$ cat src/rtl/vote_pkg.sv
// Shared constants and types for the 3-voter ballot controller.
// Imported by the debouncer and the session FSM.
package vote_pkg;

    localparam int N_VOTERS = 3;

    typedef enum logic [1:0] {
        ST_IDLE = 2'd0,
        ST_VOTE = 2'd1,
        ST_SHOW = 2'd2
    } state_t;

    function automatic int cw(input int n);
        return (n > 1) ? $clog2(n) : 1;
    endfunction

endpackage

$ cat src/rtl/vote_session_ctrl_key_debounce.sv
// Key synchroniser plus stable-time debouncer.
// Emits a one-cycle pulse on each debounced press (1->0).
module key_debounce
    import vote_pkg::*;
#(
    parameter int CLK_FREQ    = 12_000_000,
    parameter int DEBOUNCE_MS = 20
) (
    input  logic clk,
    input  logic rst_n,
    input  logic key_n,
    output logic press_pulse
);

    localparam int DB_CYC = DEBOUNCE_MS * (CLK_FREQ / 1000);
    localparam int CW     = cw(DB_CYC);

    logic [1:0]    sync;
    logic          stable;
    logic [CW-1:0] cnt;

    always_ff @(posedge clk or negedge rst_n) begin
        if (!rst_n) begin
            sync        <= 2'b11;
            stable      <= 1'b1;
            cnt         <= '0;
            press_pulse <= 1'b0;
        end else begin
            sync        <= {sync[0], key_n};
            press_pulse <= 1'b0;
            if (sync[1] == stable) begin
                cnt <= '0;
            end else if (cnt == CW'(DB_CYC - 1)) begin
                cnt         <= '0;
                stable      <= sync[1];
                press_pulse <= ~sync[1];
            end else begin
                cnt <= cnt + CW'(1);
            end
        end
    end

endmodule

$ cat src/rtl/vote_session_ctrl.sv
// Ballot sequencer: start key arms a timed vote window,
// then PASS/FAIL is shown for a fixed time.
module vote_session_ctrl
    import vote_pkg::*;
#(
    parameter int CLK_FREQ    = 12_000_000,
    parameter int DEBOUNCE_MS = 20,
    parameter int WINDOW_MS   = 10_000,
    parameter int SHOW_MS     = 3_000
) (
    input  logic                clk,
    input  logic                rst_n,
    input  logic                key_start_n,
    input  logic [N_VOTERS-1:0] key_vote_n,
    output logic [N_VOTERS-1:0] led_voted_n,
    output logic                led_pass_n,
    output logic                led_fail_n,
    output logic                busy
);

    localparam int DIV   = CLK_FREQ / 1000;
    localparam int DW    = cw(DIV);
    localparam int MAXMS = (WINDOW_MS > SHOW_MS) ? WINDOW_MS : SHOW_MS;
    localparam int MW    = cw(MAXMS);

    logic [1:0] rst_q;
    logic       rst_sync_n;

    always_ff @(posedge clk or negedge rst_n) begin
        if (!rst_n) rst_q <= 2'b00;
        else        rst_q <= {rst_q[0], 1'b1};
    end

    assign rst_sync_n = rst_q[1];

    logic [DW-1:0] div_cnt;
    logic          tick;

    always_ff @(posedge clk or negedge rst_sync_n) begin
        if (!rst_sync_n) begin
            div_cnt <= '0;
            tick    <= 1'b0;
        end else if (div_cnt == DW'(DIV - 1)) begin
            div_cnt <= '0;
            tick    <= 1'b1;
        end else begin
            div_cnt <= div_cnt + DW'(1);
            tick    <= 1'b0;
        end
    end

    logic                start_pulse;
    logic [N_VOTERS-1:0] vote_pulse;

    key_debounce #(.CLK_FREQ(CLK_FREQ), .DEBOUNCE_MS(DEBOUNCE_MS)) u_db_start (
        .clk         (clk),
        .rst_n       (rst_sync_n),
        .key_n       (key_start_n),
        .press_pulse (start_pulse)
    );

    for (genvar i = 0; i < N_VOTERS; i++) begin : g_vote
        key_debounce #(.CLK_FREQ(CLK_FREQ), .DEBOUNCE_MS(DEBOUNCE_MS)) u_db (
            .clk         (clk),
            .rst_n       (rst_sync_n),
            .key_n       (key_vote_n[i]),
            .press_pulse (vote_pulse[i])
        );
    end

    state_t              state, state_nx;
    logic [N_VOTERS-1:0] voted, voted_nx;
    logic                pass, pass_nx;
    logic [MW-1:0]       win_cnt, win_nx;
    logic [MW-1:0]       show_cnt, show_nx;

    always_comb begin
        state_nx = state;
        voted_nx = voted;
        pass_nx  = pass;
        win_nx   = win_cnt;
        show_nx  = show_cnt;
        case (state)
            ST_IDLE: begin
                if (start_pulse) begin
                    state_nx = ST_VOTE;
                    voted_nx = '0;
                    pass_nx  = 1'b0;
                    win_nx   = MW'(WINDOW_MS - 1);
                end
            end
            ST_VOTE: begin
                // a press landing on the expiry tick still counts
                voted_nx = voted | vote_pulse;
                if (tick && win_cnt != '0) win_nx = win_cnt - MW'(1);
                if ((&voted_nx) || (tick && win_cnt == '0)) begin
                    state_nx = ST_SHOW;
                    pass_nx  = (voted_nx[0] & voted_nx[1]) |
                               (voted_nx[1] & voted_nx[2]) |
                               (voted_nx[0] & voted_nx[2]);
                    show_nx  = MW'(SHOW_MS - 1);
                end
            end
            ST_SHOW: begin
                if (tick) begin
                    if (show_cnt == '0) begin
                        state_nx = ST_IDLE;
                        voted_nx = '0;
                        pass_nx  = 1'b0;
                    end else begin
                        show_nx = show_cnt - MW'(1);
                    end
                end
            end
            default: begin
                state_nx = ST_IDLE;
                voted_nx = '0;
                pass_nx  = 1'b0;
            end
        endcase
    end

    always_ff @(posedge clk or negedge rst_sync_n) begin
        if (!rst_sync_n) begin
            state       <= ST_IDLE;
            voted       <= '0;
            pass        <= 1'b0;
            win_cnt     <= '0;
            show_cnt    <= '0;
            led_voted_n <= '1;
            led_pass_n  <= 1'b1;
            led_fail_n  <= 1'b1;
            busy        <= 1'b0;
        end else begin
            state       <= state_nx;
            voted       <= voted_nx;
            pass        <= pass_nx;
            win_cnt     <= win_nx;
            show_cnt    <= show_nx;
            led_voted_n <= ~voted_nx;
            led_pass_n  <= !((state_nx == ST_SHOW) && pass_nx);
            led_fail_n  <= !((state_nx == ST_SHOW) && !pass_nx);
            busy        <= (state_nx != ST_IDLE);
        end
    end

endmodule

$ cat config.mk
export PLATFORM = sky130hd
export DESIGN_NAME = vote_session_ctrl
export DESIGN_NICKNAME = d
export VERILOG_FILES = /design/src/rtl/vote_pkg.sv /design/src/rtl/vote_session_ctrl_key_debounce.sv /design/src/rtl/vote_session_ctrl.sv
export SDC_FILE = /design/constraint.sdc
export NUM_CORES = 1
export LEC_CHECK = 0
export ABC_AREA = 0
export CAP_MARGIN = 0
export CORE_ASPECT_RATIO = 0.9
export CORE_MARGIN = 5
export CORE_UTILIZATION = 25
export DETAILED_ROUTE_END_ITERATION = 16
export GPL_ROUTABILITY_DRIVEN = 1
export PLACE_DENSITY = 0.51
export SLEW_MARGIN = 10
export SYNTH_ARGS = -nofsm -noshare
export SYNTH_HDL_FRONTEND = slang
export SYNTH_SLANG_ARGS = --single-unit
export TNS_END_PERCENT = 1
$ cat constraint.sdc
create_clock -name clk -period 9.2 [get_ports clk]
set_input_delay 1.84 -clock clk [delete_from_list [all_inputs] [get_ports clk]]
set_output_delay 1.84 -clock clk [all_outputs]
set_load 0.02 [all_outputs]
==> flow_summary.json <==
{
  "status": "finished clean",
  "fin_crit_sh_pct": 36.6,
  "tightest_slew_ns": 1.02,
  "maxSlewHeadroom_pct": 32.0,
  "cp_data_arrival_time_ns": 1.52,
  "crit_fanout": 1,
  "rsz0062_at_grt": "false",
  "synth-edff-count": 0,
  "final_layout_size_suffix_gt1_share_pct": 9.04,
  "synth_seq_area_share_pct": 54.3,
  "antenna_cells": 0,
  "wl_per_cell_um": 11.7,
  "cts.repair.resized": 0,
  "die_area_um2": 30300,
  "final.setup.tns_ns": 0,
  "numClockSinks": 145,
  "syn_inst": 651,
  "ys.flop_type": "dfrtp_1",
  "io_buffer_count": 11,
  "critical_path_required_ns": 7.36,
  "die_width_um": 183,
  "cts-buffers-inserted": 17,
  "synth_cell_types": 53,
  "ioPinCount": 12,
  "insertion_delay_ns": 0.42,
  "p_per_area_nw_per_um2": 171,
  "ys_seq_elements": 145,
  "cts_htree_levels": 4,
  "antenna_left": 0,
  "core_area_um2": 26700,
  "clk_path_buf_depth": 2,
  "post-route-util_pct": 29.0,
  "dp_slack_ns": 6.26,
  "syn_area_um2": 6730,
  "leakagePower_nw": 3.41,
  "mostFrequentLayoutCell": "dfrtp_1",
  "cp_cell_sequence": "clkdlybuf4s50_1",
  "finalSetupViolations": 0,
  "period_minus_slack_ns": 3.36,
  "skew_ns": 0.0113,
  "setup_ws_ns": 5.84,
  "drtIter0Drc": 217,
  "grt_pass1_wl_mm": 21.4,
  "end_kind": "output port",
  "hold_class": "reg -> reg",
  "cp_top_family": "buffers and inverters",
  "cts_setup_buffers": 0,
  "place_congestion": 0.741,
  "clk_pin_slew_ns": 0.07,
  "post-dp-hpwl_mm": 8.02,
  "die_h_um": 166,
  "clock.fmax_ghz": 0.297,
  "crit_type": "reg -> out",
  "drt-vias-per-instance": 4.33,
  "rr_worst_depth": 7,
  "antenna_found_initial": 0,
  "final_cell_mix": "127 x dfrtp_1, 110 x nor2_1, 70 x xor2_1, 43 x nand3_1, 42 x nand2_1",
  "slowest_stage": "clkdlybuf4s50_1",
  "cap_violations": 0,
  "path_buf_inv": 1,
  "syn_area_per_cell_um2": 10.3,
  "synth_nets": 665,
  "wl_mm": 12.0,
  "ys_warn_count": 0,
  "std_cell_rows": 57,
  "hold_path_depth": 0,
  "nets": 676,
  "grt_pass1_vias": 4389,
  "slowest_delay_ns": 0.59,
  "gr-total-overflow": 0,
  "grt_max_degree": 83,
  "maxSlewViolCount": 0,
  "ir_drop_mv": 0.0979,
  "post-route-drc-count": 0,
  "ys_async_sr_fraction_pct": 100,
  "grt.total_usage_pct": 8.49,
  "cts_tree": "built",
  "hold_violations": 0,
  "cts_root_buf": "clkbuf_16",
  "path_depth": 1,
  "syn_to_final_growth_pct": 15.2,
  "first_pass_iters": 4,
  "startpoint_type": "flip-flop",
  "start_util_pct": 25.2,
  "hold_buffers": 0,
  "via_count": 4455
}
## cell type report
class | instances | area, um2
clock buffer | 19 | 443
clock inverter | 13 | 101
fill | 2781 | 19000
inverter | 8 | 30.0
multi-input combinational | 477 | 2950
sequential | 145 | 3650
tap | 354 | 443
timing repair buffer | 13 | 125
## cell usage after synthesis, drive strengths merged, types with 2 or more instances
library cell	n	share of area, %
a21oi	10	0.74
and2	5	0.47
and3	14	1.3
and3b	2	0.26
and4	14	1.8
buf	10	0.82
clkbuf	11	0.61
dfrtp	128	48
dfstp	17	6.6
ha	8	1.5
inv	8	0.45
mux2	4	0.67
nand2	42	2.3
nand2b	6	0.56
nand3	43	3.2
nand4	28	2.6
nand4b	5	0.74
nor2	111	6.2
nor2b	4	0.37
nor3	22	1.6
nor3b	7	0.78
nor4	11	1.2
nor4bb	5	0.74
o211ai	2	0.22
o21a	3	0.33
o21ai	6	0.45
o311ai	2	0.26
or2	7	0.65
or3	4	0.37
or4	4	0.45
xnor2	25	3.3
xor2	70	9.1
## metal layers
| layer | GRT usage, % | wire length [um] |
|---|---|---|
| met5 | 0 | 0 |
| met4 | 3.01 | 117 |
| met3 | 2.24 | 229 |
| met2 | 13.0 | 5380 |
| met1 | 11.6 | 6260 |
## sequential cells by signal, summed over array words and instances, names as in the netlist, 2 cells and up
register / count
led_voted_n: 3
g_vote.u_db.cnt: 54
g_vote.u_db.stable: 3
win_cnt: 14
u_db_start.sync: 2
rst_q: 2
show_cnt: 14
g_vote.u_db.sync: 6
g_vote.u_db.press_pulse: 3
voted: 3
state: 2
u_db_start.cnt: 18
div_cnt: 14
## cell families (layout without fill, tap and decap cells)
kind of cell	after synthesis	in the layout	share of synthesized area [%]
other	1	1	0.0558
xor gates and xnor gates	95	95	12.4
DFF	145	145	54.3
buffers and inverters	29	53	1.88
muxes	5	5	0.818
and+or+nand+nor	338	338	26.3
adders and majority gates	8	8	1.49
AOI/OAI and AO/OA	30	30	2.86
## final timing paths
| path | slack [ns] | start | endpoint |
|---|---|---|---|
| max in group asynchronous | 7.23 | rst_q[1] | win_cnt[12] |
| setup / recovery | 5.84 | led_pass_n | led_pass_n |
| setup reg to reg | 6.85 | show_cnt[0] | show_cnt[4] |
| min in group asynchronous | 0.43 | rst_q[1] | g_vote[1].u_db.cnt[9] |
| hold reg to reg | 0.35 | rst_q[0] | rst_q[1] |
| hold / removal | 0.35 | rst_q[0] | rst_q[1] |
## power breakdown
group / switching [mW] / internal (mW)
clock network: 0.285 / 0.357
logic: 0.0153 / 0.00696
registers: 0.0118 / 0.646
## metrics by stage
step                power [mW]  std cells  instance area [um2]  hold slack [ns]
detailed placement       0.693        997                 7200            0.339
global route              1.38       1029                 7750            0.360
CTS                       1.35       1029                 7750            0.354
global placement         0.693        997                 7200            0.334
floorplan                0.683        651                 6730            0.331
finish                    1.32       1029                 7750            0.352
No activity file was read; power rests on OpenSTA's default activity.
